File: config.mk
export PLATFORM = sky130hd
export DESIGN_NAME = fetch_seq_flat
export DESIGN_NICKNAME = d
export VERILOG_FILES = /design/src/rtl/fetch_seq_if.sv /design/src/rtl/fetch_seq.sv /design/src/flat_wrapper.sv
export SDC_FILE = /design/constraint.sdc
export NUM_CORES = 1
export LEC_CHECK = 0
export CAP_MARGIN = 20
export CORE_UTILIZATION = 49
export CTS_BUF_LIST = sky130_fd_sc_hd__clkbuf_4 sky130_fd_sc_hd__clkbuf_8
export DETAILED_ROUTE_END_ITERATION = 7
export PLACE_DENSITY = 0.82
export SYNTH_ARGS = -nofsm -noshare
export SYNTH_HDL_FRONTEND = slang
export SYNTH_SLANG_ARGS = --single-unit
File: constraint.sdc
create_clock -name clk -period 2.7 [get_ports clk]
set_input_delay 0.27 -clock clk [delete_from_list [all_inputs] [get_ports clk]]
set_output_delay 0.27 -clock clk [all_outputs]
set_load 0.1 [all_outputs]
File: src/rtl/fetch_seq_if.sv
// fetch_seq_if: fetch control, instruction-memory and instruction-output signals of fetch_seq
// master (fetch_seq): drives mem_req/mem_addr, inst_valid/inst/inst_pc and busy; receives run,
//   mem_ready/mem_rdata, inst_accept and redirect/redirect_pc
// slave (environment): the mirror image of master
interface fetch_seq_if;
  logic        run;
  logic        mem_req;
  logic [31:0] mem_addr;
  logic        mem_ready;
  logic [31:0] mem_rdata;
  logic        inst_valid;
  logic [31:0] inst;
  logic [31:0] inst_pc;
  logic        inst_accept;
  logic        redirect;
  logic [29:0] redirect_pc;
  logic        busy;
  modport master(
    input  run, mem_ready, mem_rdata, inst_accept, redirect, redirect_pc,
    output mem_req, mem_addr, inst_valid, inst, inst_pc, busy
  );
  modport slave(
    output run, mem_ready, mem_rdata, inst_accept, redirect, redirect_pc,
    input  mem_req, mem_addr, inst_valid, inst, inst_pc, busy
  );
endinterface

File: src/rtl/fetch_seq.sv
// fetch_seq: single-outstanding instruction fetch sequencer with a one-entry output buffer and redirect
// clk: clock; rst: asynchronous active-low reset; bus: fetch_seq_if master
// (run / memory request-response / instruction output handshake / redirect / busy)
module fetch_seq #(
  parameter logic [29:0] RESET_PC = 30'h0000_0000
) (
  input logic         clk,
  input logic         rst,
  fetch_seq_if.master bus
);
  typedef enum logic [1:0] {IDLE, REQ, HOLD, DRAIN} state_t;
  state_t      state_q, state_d;
  logic [29:0] pc_q, pc_d, tgt_q, tgt_d, tgt_live;
  logic [31:0] inst_q, inst_d, inst_pc_q, inst_pc_d;
  logic        valid_q, valid_d;
  always_ff @(posedge clk or negedge rst)
    if (!rst) state_q <= IDLE;
    else      state_q <= state_d;
  always_ff @(posedge clk or negedge rst)
    if (!rst) begin
      pc_q      <= RESET_PC;
      tgt_q     <= RESET_PC;
      inst_q    <= '0;
      inst_pc_q <= '0;
      valid_q   <= 1'b0;
    end else begin
      pc_q      <= pc_d;
      tgt_q     <= tgt_d;
      inst_q    <= inst_d;
      inst_pc_q <= inst_pc_d;
      valid_q   <= valid_d;
    end
  // a redirect arriving during DRAIN supersedes the pending target on the same edge
  assign tgt_live = bus.redirect ? bus.redirect_pc : tgt_q;
  always_comb begin
    state_d   = state_q;
    pc_d      = pc_q;
    tgt_d     = tgt_q;
    inst_d    = inst_q;
    inst_pc_d = inst_pc_q;
    valid_d   = valid_q;
    case (state_q)
      IDLE:
        if (bus.redirect) pc_d = bus.redirect_pc;
        else if (bus.run) state_d = REQ;
      REQ:
        if (bus.redirect) begin
          // with a response on the same edge the data is dropped and we refetch at once;
          // otherwise pc must keep addressing the live request, so the target waits in tgt
          pc_d    = bus.mem_ready ? bus.redirect_pc : pc_q;
          tgt_d   = bus.redirect_pc;
          state_d = bus.mem_ready ? REQ : DRAIN;
        end else if (bus.mem_ready) begin
          inst_d    = bus.mem_rdata;
          inst_pc_d = {pc_q, 2'b00};
          valid_d   = 1'b1;
          pc_d      = pc_q + 30'd1;
          state_d   = HOLD;
        end
      HOLD:
        if (bus.redirect || bus.inst_accept) begin
          valid_d = 1'b0;
          pc_d    = bus.redirect ? bus.redirect_pc : pc_q;
          state_d = bus.run ? REQ : IDLE;
        end
      DRAIN: begin
        tgt_d = tgt_live;
        if (bus.mem_ready) begin
          pc_d    = tgt_live;
          state_d = REQ;
        end
      end
      default: state_d = IDLE;
    endcase
  end
  always_comb begin
    bus.mem_req    = state_q == REQ || state_q == DRAIN;
    bus.busy       = state_q != IDLE;
    bus.mem_addr   = {pc_q, 2'b00};
    bus.inst_valid = valid_q;
    bus.inst       = inst_q;
    bus.inst_pc    = inst_pc_q;
  end
endmodule

File: src/flat_wrapper.sv
// flat-port wrapper written by rule: the top's interface ports become plain ports
module fetch_seq_flat 
#(
  parameter logic [29:0] RESET_PC = 30'h0000_0000
)
  (clk, rst, bus_run, bus_mem_ready, bus_mem_rdata, bus_inst_accept, bus_redirect, bus_redirect_pc, bus_mem_req, bus_mem_addr, bus_inst_valid, bus_inst, bus_inst_pc, bus_busy);
  fetch_seq_if bus_i ();
  input logic clk;
  input logic rst;
  input wire logic [$bits(bus_i.run)-1:0] bus_run;
  input wire logic [$bits(bus_i.mem_ready)-1:0] bus_mem_ready;
  input wire logic [$bits(bus_i.mem_rdata)-1:0] bus_mem_rdata;
  input wire logic [$bits(bus_i.inst_accept)-1:0] bus_inst_accept;
  input wire logic [$bits(bus_i.redirect)-1:0] bus_redirect;
  input wire logic [$bits(bus_i.redirect_pc)-1:0] bus_redirect_pc;
  output wire logic [$bits(bus_i.mem_req)-1:0] bus_mem_req;
  output wire logic [$bits(bus_i.mem_addr)-1:0] bus_mem_addr;
  output wire logic [$bits(bus_i.inst_valid)-1:0] bus_inst_valid;
  output wire logic [$bits(bus_i.inst)-1:0] bus_inst;
  output wire logic [$bits(bus_i.inst_pc)-1:0] bus_inst_pc;
  output wire logic [$bits(bus_i.busy)-1:0] bus_busy;
  assign bus_i.run = bus_run;
  assign bus_i.mem_ready = bus_mem_ready;
  assign bus_i.mem_rdata = bus_mem_rdata;
  assign bus_i.inst_accept = bus_inst_accept;
  assign bus_i.redirect = bus_redirect;
  assign bus_i.redirect_pc = bus_redirect_pc;
  assign bus_mem_req = bus_i.mem_req;
  assign bus_mem_addr = bus_i.mem_addr;
  assign bus_inst_valid = bus_i.inst_valid;
  assign bus_inst = bus_i.inst;
  assign bus_inst_pc = bus_i.inst_pc;
  assign bus_busy = bus_i.busy;
  fetch_seq #(.RESET_PC(RESET_PC)) u_core (.clk(clk), .rst(rst), .bus(bus_i));
endmodule
==> Word-level counts from Yosys, hierarchy flattened <==
Cells that the tools add are included.
W data, S select, Z words.
{ "op_classes": {"n_addsub": 1, "eq_ne": 10, "mux": 21, "bitwise_logic": 1, "n_reduce_logical": 10} }
{ "op_table": {"columns": ["cell", "count"], "rows": [
  ["$mux W30", 7],
  ["$pmux W30 S4", 1],
  ["$add A30 B1 Y30 const B", 1],
  ["$mux W2", 7],
  ["$ne A2 B2 Y1 const B", 5],
  ["$pmux W2 S4", 1],
  ["$reduce_and A3 Y1", 2],
  ["$reduce_and A5 Y1", 1],
  ["$eq A2 B2 Y1 const B", 2],
  ["$mux W1", 4],
  ["$reduce_and A4 Y1", 1],
  ["$reduce_bool A2 Y1", 2],
  ["$ne A3 B3 Y1 const B", 1],
  ["$eq A2 B1 Y1 const B", 1],
  ["$logic_not A2 Y1", 1],
  ["$logic_or A1 B1 Y1", 2],
  ["$ne A2 B1 Y1 const B", 1],
  ["$pmux W1 S2", 1],
  ["$reduce_or A2 Y1", 1],
  ["$not A1 Y1", 1]
]} }
{ "word_totals": {"reg_bits": 125, "inputBits": 68, "elab_cells": 49} }

==> Logic depth before layout (Yosys ltp) <==
Gate-level depths: netlist (run 1).
{ "logic_depth": {"word_depth": 4, "mapped_depth": 10} }

==> Worst setup path after synthesis (run 1) <==
OpenSTA, ideal clock, no wires.
{ "synth_path": {"kind": "register -> register", "from": "register u_core.state_q[1]", "to": "register u_core.pc_q[27]", "setup_time_ns": 0.129, "arrival_time_ns": 2.690, "slack_ns": -0.119, "path_stages_with_launch": 9, "n_path_buf": 3, "period_less_slack_ns": 2.819, "cell_sequence": "dfrtp_1 > inv_1 > ha_1 > buf_2 > or2_0 > clkbuf_1 > o211ai_2 > buf_2 > a2111o_1"} }
{ "synth_via": {"elab_chain_cells": 3, "word_cells_on_any_way": 9, "cone_classes": "eq/ne: 6; mux: 1; reduce/logical: 2"} }
{ "synth_rtl": {"columns": ["element", "line_no", "text"], "rows": [
  ["from (decl)", "fetch_seq.sv:12", "state_t state_q, state_d;"],
  ["from (signal assigned)", "fetch_seq.sv:18", "else state_q <= state_d;"],
  ["$eq A2 B2 Y1 / $eq A2 B1 Y1 (equally long branches)", "fetch_seq.sv:42", "case (state_q)"],
  ["$ne A2 B1 Y1 (no source line) / $ne A2 B2 Y1 (equally long branches)", null, null],
  ["$reduce_and A3 Y1 (no source line)", null, null],
  ["to (signal assigned)", "fetch_seq.sv:27", "pc_q <= pc_d;"],
  ["to (decl)", "fetch_seq.sv:13", "logic [29:0] pc_q, pc_d, tgt_q, tgt_d, tgt_live;"]
]} }
Several ways; a longest one is shown, not always the timed one.
A chain may end at the register's enable or synchronous reset.

==> Final worst setup path (run 1) <==
{ "layout_path": {"from": "register u_core.pc_q[13]", "to": "register u_core.pc_q[27]"} }
{ "layout_via": {"elab_chain_cells": 4} }
{ "layout_rtl": {"columns": ["element", "line_no", "text"], "rows": [
  ["$add A30 B1 Y30", "fetch_seq.sv:57", "pc_d = pc_q + 30'd1;"],
  ["$mux W30", "fetch_seq.sv:53", "end else if (bus.mem_ready) begin"],
  ["$mux W30", "fetch_seq.sv:47", "if (bus.redirect) begin"],
  ["$pmux W30 S4", "fetch_seq.sv:42", null]
]} }
No other way between the ends. The select of a mux whose other input is x is not followed.

==> results.md, run 1 <==
* DP HPWL at 10700 um
* Count leader, synth: dfrtp_1
* CP endpoint: u_core.pc_q[27]$_DFFE_PN0P_
* Ant. Diodes at 0
* Worst-skew pair later-pin latency at approximately 0.44 ns
* Die W at 111 um
* R2r startpoint: u_core.pc_q[13]$_DFFE_PN0P_
* Rel. slew slack at 0.522
* Vias in the first global route at 4828
* Async set or reset register ratio after synthesis at 1.00
* Yosys top cell area share at 0.541
* Worst min-delay path class: input pin to async pin
* Hold Buf Count CTS at 1
* Worst Path Max Fanout at 7
* GRT Total Usage at 0.252
* 1st-iter DRT viols at 401
* Status: finished, final reports clean
* Drt via density at 5.84
* Final core utilization at 0.681
* Slew Limit Fails at 0
* Die ar. at ~12000 um^2
* Clk sinks at 125
* Io pins at 167
* Synth Area per Inst at 11.4 um^2
* Initial core utilization at 0.504
* Synth Flop Type: dfrtp_1
* Area leader, netlist: dfrtp_1
* Num CTS Buffers at 17
* Die height at 111 um
* Crit path max-delay cell type: nor4_1
* Warnings from Yosys at 0
* Mapped Cells at 505
* H-tree depth at 4
* Post-Syn Area at 5780 um^2
* Met1 Resource Use GR at 0.337
* Root buf cell: clkbuf_8
* Fill cells at 860
* Routability cong. at 0.846
* Final worst-path cycle share at 0.875
* Num rows at 39
* Gr busiest metal: met2
* Cell family with most CP delay: simple AND/OR/NAND/NOR gates
* Clock skew at 0.0104 ns
* Via count at approximately 4800
* Slew @ Worst Pin at a little over 0.7 ns
* Peak Freq at about 0.42 GHz
* Routed wire per std cell at 18.1 um
* Unique masters post-synth at between 40 and 50
* # resized after CTS at 0
* Clk pin slew, worst setup/hold paths at 0.07 ns
* Nets at about 750
* TritonCTS clock tree: done
* Setup crit end kind: register
* Synth top area cells: dfrtp_1 54%, mux2_2 16%, o21ai_0 4.3%
* GR Util met2 at 0.398
* Sum of negative setup slack at 0 ns
* Initial antenna violation count at 0
* Setup CP Type: register to register
* Worst path bufs/invs at 0
* Critical Path Start: u_core.pc_q[13]$_DFFE_PN0P_
* Final hold viol count at 0
* RSZ-0062 raised after global routing: no
* Number of flops mapped to enable cells by yosys at 0
* Final wirelength at 15000 um
* Core area at 11500 um^2
* Routing usage on met3 at 0.0560
* Crit-path max cell delay at 0.66 ns
* FF-to-FF End: u_core.pc_q[27]$_DFFE_PN0P_
* Proportion of layout cells with a drive suffix above 1 at 0.348
* Critical Path AT at around 2.7 ns
* Max-cap viol count at 0
* Flops & latches, synth at 125
* Global-route wire length before repair at 24600 um
* Largest net degree at the start of global routing at 53
* Worst Setup Start Kind: register
* Tmin final at 2.36 ns
* DP Worst Slack at ~0.46 ns
* Crit path cell chain: nand2_1, nor4_1, nand4_1, and3_1, a2111o_1
* Synthesis-to-layout area growth at 35.1%
* Final setup fails at 0
* Top post-synthesis cells by count: 125 x dfrtp_1, 84 x mux2_2, 50 x o21ai_0, 31 x nor2_1, 27 x nand2_1
* DRT Pass-1 Iters at 5
* Sequential share of the synthesized area at 0.541
* Post-route ant nets at 0
* Reg2reg path depth at 5
* Post-CTS setup buffers at 0
* Port Buffers at ~160
* CP Data Required Time at approximately 3 ns
* Total gr overflow at 0
* Maximum clock path buffer count at 2
* Reg-to-reg slack, setup at approximately 0.34 ns
* Levels on crit path at 5
* Setup ws final at between 0.3 and 0.4 ns
* # DRC at 0
## registers in the layout (all words and copies together) (netlist names)
name	cells
u_core.bus.inst	32
u_core.bus.inst_pc	30
u_core.pc_q	30
u_core.tgt_q	30
u_core.state_q	2
u_core.bus.inst_valid	1
## layout make-up
cell class | count | area, um^2 | area share
flip-flops and latches | 125 | 3130 | 0.400
clock inverters | 8 | 90.1 | 0.0115
repair buffers | 182 | 1590 | 0.204
clock buffers | 23 | 298 | 0.0381
well taps | 143 | 179 | 0.0229
inverters | 15 | 56.3 | 0.00721
multi-input cells | 333 | 2470 | 0.316
## worst min path at each step
| stage | startpoint | cells after the start | to |
|---|---|---|---|
| final | rst | 2 | u_core.state_q[0]$_DFFE_PN0P_ |
| after floorplan | rst | 0 | u_core.bus.inst[0]$_DFFE_PN0P_ |
| after detailed placement | rst | 1 | u_core.bus.inst_pc[4]$_DFFE_PN0P_ |
| after global placement | rst | 1 | u_core.bus.inst_pc[4]$_DFFE_PN0P_ |
| after global routing | bus_mem_rdata[20] | 2 | u_core.bus.inst[20]$_DFFE_PN0P_ |
| after CTS | rst | 2 | u_core.bus.inst_pc[4]$_DFFE_PN0P_ |
## cell families after synthesis
family | count (synthesis) | synth area share
compound gates | 130 | 0.148
fa+ha+maj | 5 | 0.0108
buf+inv | 50 | 0.0368
flops | 125 | 0.541
mux | 84 | 0.164
other cells | 1 | 0.000649
simple gates | 110 | 0.0989
## layer usage
layer,vias to the layer above,wire length (um)
li1,2215,-
met1,2370,6710
met2,230,7020
met3,29,943
met4,0,327
met5,-,0
## metrics by stage
| step | instance area [um^2] | cells | hold slack [ns] |
|---|---|---|---|
| 2_1_floorplan | 5790 | 508 | -0.0256 |
| 3_3_place_gp | 7390 | 796 | 0.349 |
| 3_5_place_dp | 7420 | 797 | 0.366 |
| 4_1_cts | 7810 | 829 | 0.422 |
| 5_1_grt | 7810 | 829 | 0.433 |
| 6_report | 7810 | 829 | 0.432 |
## layout by cell type, fill, tap and decap left out, types with 4 or more instances in the layout
cell,Yosys,layout
o31a_1,7,7
a222oi_1,8,8
nor2_1,31,31
nor4_1,7,7
nor3_1,6,6
nand4_1,8,8
dfrtp_1,125,125
and3_1,8,8
o21ai_0,50,50
clkbuf_8,0,20
buf_4,4,111
conb_1,1,4
a22oi_1,16,16
inv_1,15,15
a31oi_1,9,9
nand2_1,27,26
nand3_1,7,7
clkinv_2,0,6
a22o_1,4,4
ha_1,5,5
a21oi_1,14,14
mux2_2,84,84
clkdlybuf4s50_1,0,66
o22ai_1,7,7
Power of run 1 is left out: the tool's default activity adds up to more than one toggle a clock period on the data nets, which glitch-free logic cannot reach.
==> run 2, diff against run 1 <==
==> constraint.sdc (replaced) <==
create_clock -name clk -period 2.7 [get_ports clk]
set_input_delay 0.27 -clock clk [delete_from_list [all_inputs] [get_ports clk]]
set_output_delay 0.27 -clock clk [all_outputs]
set_load 0.02 [all_outputs]
==> run 2 against run 1 <==
Against the previous run: worst setup slack worse by 0.18 ns; non-clock buffer count shrank 1; cell count is 0.12% lower; flip-flop and latch count unchanged; worst hold slack lost 0.0078 ns; clock-buffer cell count is 1 lower; global-route usage up 1.1 points; critical path depth decreased by 1; cell area grew 2.7%; largest cell class unchanged; routed wire length up 1.4%; sequential share of layout area decreased by 1.0 points.
==> results.md, run 2 (same netlist as run 1, synthesis figures left out) <==
* DP Worst Slack at 0.223 ns (-0.234 ns)
* Routed wire per std cell at 18.4 um (+1.5%)
* Leakage at roughly 3.4 nW
* Routability cong. at 0.898 (+6.1%)
* Pwr Density at between 1000 and 1500 nW/um^2
* Die ar. at 12200 um^2 (unchanged)
* R2r startpoint: u_core.state_q[1]$_DFFE_PN0P_
* Fin cells at 828 (-0.12%)
* Worst Setup Start Kind: register
* DRT Pass-1 Iters at 5 (unchanged)
* Worst min-delay path class: input pin to async pin
* Proportion of layout cells with a drive suffix above 1 at 0.209 (-0.140)
* Core area at 11500 um^2 (unchanged)
* Clk pin slew, worst setup/hold paths at 0.07 ns (about the same)
* Setup ws final at 0.161 ns (-0.177 ns)
* Ant. Diodes at 0 (unchanged)
* Critical Path AT at 2.27 ns (-0.40 ns)
* Synthesis-to-layout area growth at 38.8%
* Post-route ant nets at 0 (unchanged)
* Peak VDD IR at 0.657 mV
* Initial core utilization at 0.504 (unchanged)
* Peak Freq at 0.394 GHz (-7.0%)
* Max-cap viol count at 0 (unchanged)
* Final wirelength at 15200 um (+1.4%)
* Via count at 4839 (-0.10%)
* Final worst-path cycle share at 0.940 (+0.0654)
* Root buf cell: clkbuf_8
* Commonest non-fill, non-tap cells in the layout: 161 x clkdlybuf4s50_1, 125 x dfrtp_1, 84 x mux2_2
* Drt via density at 5.84 (about the same)
* Vias in the first global route at 5024 (+4.1%)
* Port Buffers at 162 (unchanged)
* Fill cells at 861 (+0.12%)
* Dpl cells at 796 (-0.13%)
* Clk sinks at 125 (unchanged)
* Worst Path Max Fanout at 10 (+3)
* Final setup fails at 0 (unchanged)
* Commonest non-fill, non-tap cell in the layout: clkdlybuf4s50_1
* Total gr overflow at 0 (unchanged)
* Status: finished, final reports clean
* Rel. slew slack at 0.550 (+0.0282)
* Nets at 746 (-0.13%)
* Setup crit end kind: output pin
* Maximum clock path buffer count at 2 (unchanged)
* Io pins at 167 (unchanged)
* 1st-iter DRT viols at 309 (-23%)
* DP HPWL at 11100 um (+4.2%)
* Post-CTS setup buffers at 0 (unchanged)
* Reg-to-reg slack, setup at 0.19 ns (-0.15 ns)
* GRT Total Usage at 0.263 (+0.0109)
* Global-route wire length before repair at 25600 um (+4.4%)
* Initial antenna violation count at 0 (unchanged)
* Num CTS Buffers at 17 (unchanged)
* Tmin final at 2.54 ns (+0.177 ns)
* Num rows at 39 (unchanged)
* Largest net degree at the start of global routing at 52 (-1.9%)
* Reg2reg path depth at 8 (+3)
* Slew @ Worst Pin at 0.675 ns (-0.0422 ns)
* Setup CP Type: register to output pin
* Final hold viol count at 0 (unchanged)
* H-tree depth at 4 (unchanged)
* Die height at 111 um (unchanged)
* # DRC at 0 (unchanged)
* Die W at 111 um (unchanged)
* TritonCTS clock tree: done
* FF-to-FF End: u_core.pc_q[25]$_DFFE_PN0P_
* Slew Limit Fails at 0 (unchanged)
* Clock skew at 0.00895 ns (-0.00148 ns)
* RSZ-0062 raised after global routing: no
* Max FFs per register at 32 (unchanged)
* Worst-skew pair later-pin latency at 0.42 ns (-0.02 ns)
* Sum of negative setup slack at 0 ns (unchanged)
* CP Data Required Time at 2.43 ns (-0.58 ns)
==> run 2: cell count changes in the layout (fill, tap and decap cells not counted) <==
cell,before,now
clkdlybuf4s50_1,66,161
bufinv_16,2,1
buf_12,3,4
clkinv_2,6,8
buf_4,111,14
clkbuf_8,20,19
==> run 2: layout make-up <==
class | instances | area [um^2] | area share
repair buffers | 181 | 1830 | 0.229
multi-input cells | 333 | 2470 | 0.308
inverters | 15 | 56.3 | 0.00702
well taps | 143 | 179 | 0.0223
clock inverters | 9 | 70.1 | 0.00873
clock buffers | 22 | 284 | 0.0354
flip-flops and latches | 125 | 3130 | 0.390
==> run 2: power breakdown <==
| group | switching, mW | internal [mW] | total (mW) |
|---|---|---|---|
| sequential | 0.776 | 2.82 | 3.60 |
| clock | 0.679 | 0.788 | 1.47 |
| combinational | 2.46 | 2.42 | 4.88 |
| total | 3.91 | 6.03 | 9.94 |
==> run 2: worst max path at each step <==
stage,from,slack [ns],endpoint,depth (start not counted)
final,u_core.state_q[1]$_DFFE_PN0P_,0.16,bus_mem_req,4
after detailed placement,u_core.state_q[1]$_DFFE_PN0P_,0.22,u_core.pc_q[25]$_DFFE_PN0P_,8
after CTS,u_core.state_q[1]$_DFFE_PN0P_,0.14,bus_mem_req,4
after global placement,bus_redirect,0.25,u_core.pc_q[19]$_DFFE_PN0P_,5
after global routing,u_core.state_q[1]$_DFFE_PN0P_,0.04,bus_mem_req,4
after floorplan,u_core.state_q[1]$_DFFE_PN0P_,0.49,u_core.pc_q[23]$_DFFE_PN0P_,8
==> run 2: layer usage <==
layer  vias up  share of wire  track usage
met5         -              0            0
met4         0          0.018        0.101
met3        27          0.069       0.0620
met2       256           0.48        0.427
met1      2365           0.43        0.342
li1       2191              -            -
==> run 2: stage by stage <==
step	hold slack, ns	power, mW	area (um^2)	utilization
2_1_floorplan	-0.0256	6.19	5790	-
3_3_place_gp	0.337	8.31	7630	0.665
3_5_place_dp	0.358	8.52	7660	0.668
4_1_cts	0.439	10.0	8020	0.700
5_1_grt	0.439	10.6	8020	0.700
6_report	0.425	9.94	8020	0.700
==> run 2: worst max-delay path: stages, from the launching register on <==
cell,delay [ns]
dfrtp_1,0.41
inv_1,0.09
ha_1,0.34
or2_0,0.34
clkdlybuf4s50_1,0.68
==> run 2: repair_timing <==
action / in CTS / in global routing
hold endpoints to repair: 49 / 0
resized for setup: 0 / 0
hold buffers: 1 / 0
Note: power is estimated with default switching activity, not from simulation.
==> run 3, diff against run 2 <==
--- a/config.mk
+++ b/config.mk
@@ -10,6 +10,7 @@
 export CTS_BUF_LIST = sky130_fd_sc_hd__clkbuf_4 sky130_fd_sc_hd__clkbuf_8
 export DETAILED_ROUTE_END_ITERATION = 7
 export PLACE_DENSITY = 0.82
+export SETUP_SLACK_MARGIN = 0.4
 export SYNTH_ARGS = -nofsm -noshare
 export SYNTH_HDL_FRONTEND = slang
 export SYNTH_SLANG_ARGS = --single-unit
==> run 3 against run 2 <==
Against the previous run: clock power about the same; register-to-register slack gained 0.35 ns; die area did not move; routed wire length up 1.7%; worst hold slack lost 0.0019 ns; sequential share of layout area decreased by 0.22 points; critical path depth did not move; combinational power increased by 1%; fmax is 18% higher; cell count increased by 0.36%; clock-buffer cell count stayed put.
==> results.md, run 3 (same netlist as run 1, synthesis figures left out) <==
* Status: finished, final reports clean
* DRT Pass-1 Iters at 8 (+3)
* Routability cong. at 0.898 (unchanged)
* Num CTS Buffers at 17 (unchanged)
* Clk sinks at 125 (unchanged)
* Met1 WL at 6780 um (+2.8%)
* Worst min-delay path class: input pin to async pin
* Worst Path Max Fanout at 10 (unchanged)
* Commonest non-fill, non-tap cell in the layout: clkdlybuf4s50_1
* Die W at 111 um (unchanged)
* Core area at 11500 um^2 (unchanged)
* Worst Setup Start Kind: register
* DP Worst Slack at 0.223 ns (unchanged)
* Design Area, Final at 8070 um^2 (+0.56%)
* DP HPWL at 11100 um (unchanged)
* Critical Path AT at 2.46 ns (+0.19 ns)
* Peak VDD IR at 0.658 mV (about the same)
* Rel. slew slack at 0.550 (about the same)
* Fill cells at 854 (-0.81%)
* Die ar. at 12200 um^2 (unchanged)
* Top routing layer in use: met4
* Final setup fails at 0 (unchanged)
* Drt via density at 5.90 (+0.96%)
* Worst-skew pair later-pin latency at 0.43 ns (about the same)
* Maximum clock path buffer count at 2 (unchanged)
* Max FFs per register at 32 (unchanged)
* Pwr Density at 1240 nW/um^2 (+0.24%)
* Setup ws final at 0.542 ns (+0.381 ns)
* Sum of negative setup slack at 0 ns (unchanged)
* Global-route wire length before repair at 25600 um (unchanged)
* # DRC at 0 (unchanged)
* DP Area at 7660 um^2 (unchanged)
* Root buf cell: clkbuf_8
* GRT Total Usage at 0.263 (unchanged)
* R2r startpoint: u_core.state_q[0]$_DFFE_PN0P_
* Vias in the first global route at 5024 (unchanged)
* Port Buffers at 162 (unchanged)
* Setup CP Type: register to register
* Total gr overflow at 0 (unchanged)
* TritonCTS clock tree: done
* Critical Path Start: u_core.state_q[0]$_DFFE_PN0P_
* Clock skew at 0.00902 ns (+0.0000701 ns)
* Setup crit end kind: register
* Nets at 749 (+0.40%)
* Post-route ant nets at 0 (unchanged)
* H-tree depth at 4 (unchanged)
* Ant. Diodes at 0 (unchanged)
* Slew Limit Fails at 0 (unchanged)
* Io pins at 167 (unchanged)
* Synthesis-to-layout area growth at 39.5%
* Peak Freq at 0.463 GHz (+18%)
* Final hold viol count at 0 (unchanged)
* Final wirelength at 15500 um (+1.7%)
* RSZ-0062 raised after global routing: no
* Routed wire per std cell at 18.6 um (+1.3%)
* 1st-iter DRT viols at 384 (+24%)
* Clk pin slew, worst setup/hold paths at 0.07 ns (about the same)
* Largest net degree at the start of global routing at 52 (unchanged)
* Commonest non-fill, non-tap cells in the layout: 160 x clkdlybuf4s50_1, 125 x dfrtp_1, 84 x mux2_2
* Initial antenna violation count at 0 (unchanged)
* Die height at 111 um (unchanged)
* Proportion of layout cells with a drive suffix above 1 at 0.219 (+0.0107)
* Max-cap viol count at 0 (unchanged)
* Initial core utilization at 0.504 (unchanged)
* Final worst-path cycle share at 0.799 (-0.141)
* Via count at 4903 (+1.3%)
* Reg2reg path depth at 4 (-4)
* Met2 WL post-DR at 7400 um (+1.4%)
* Tmin final at 2.16 ns (-0.381 ns)
* CP Data Required Time at 3.00 ns (+0.57 ns)
* Slew @ Worst Pin at 0.676 ns (+0.000775 ns)
* Metal3 WL at 1030 um (-2.0%)
* Leakage at 3.41 nW (+0.51%)
* Num rows at 39 (unchanged)
## run 3: cell type report
cell class | instances | area (um^2) | area share
multi-input cells | 334 | 2500 | 0.310
well taps | 143 | 179 | 0.0222
clock inverters | 9 | 70.1 | 0.00868
flip-flops and latches | 125 | 3130 | 0.388
inverters | 15 | 56.3 | 0.00698
clock buffers | 22 | 284 | 0.0352
repair buffers | 183 | 1850 | 0.229
## run 3: path summary, 6_finish.rpt
kind,endpoint,slack (ns)
max in group asynchronous,u_core.tgt_q[0]$_DFFE_PN0N_,1.60
min reg2reg,u_core.bus.inst_pc[12]$_DFFE_PN0P_,0.48
min,u_core.pc_q[3]$_DFFE_PN0P_,0.42
max reg2reg,u_core.pc_q[27]$_DFFE_PN0P_,0.54
max,u_core.pc_q[27]$_DFFE_PN0P_,0.54
min in group clk,u_core.bus.inst[22]$_DFFE_PN0P_,0.46
## run 3: worst max-delay path: stages (launching register included)
cell	delay, ns
dfrtp_1	0.40
ha_1	0.28
a22oi_1	0.50
o211ai_2	0.36
a2111o_1	0.50
## run 3: what timing repair did
item                       CTS  global route
pin swaps                    0             1
hold endpoints to repair    49             0
resized for setup            3             4
gates cloned                 0             1
setup endpoints to repair   22            19
hold buffers                 1             0
buffers inserted             0             2
## run 3: power by group
part | total (mW) | internal, mW | switching, mW
clock network | 1.47 | 0.788 | 0.681
registers | 3.60 | 2.82 | 0.780
logic | 4.95 | 2.46 | 2.50
## run 3: layer usage
metal	track usage	vias to the layer above
met5	0	-
met4	0.101	0
met3	0.0620	30
met2	0.427	248
met1	0.342	2415
li1	-	2210
## run 3: stage by stage
| step | cells | util | total power [mW] | hold WS [ns] |
|---|---|---|---|---|
| after floorplan | 508 | - | 6.19 | -0.0256 |
| after global placement | 795 | 0.665 | 8.31 | 0.337 |
| after detailed placement | 796 | 0.668 | 8.52 | 0.358 |
| after CTS | 828 | 0.700 | 10.0 | 0.439 |
| after global routing | 831 | 0.704 | 10.6 | 0.439 |
| final | 831 | 0.704 | 10.0 | 0.423 |
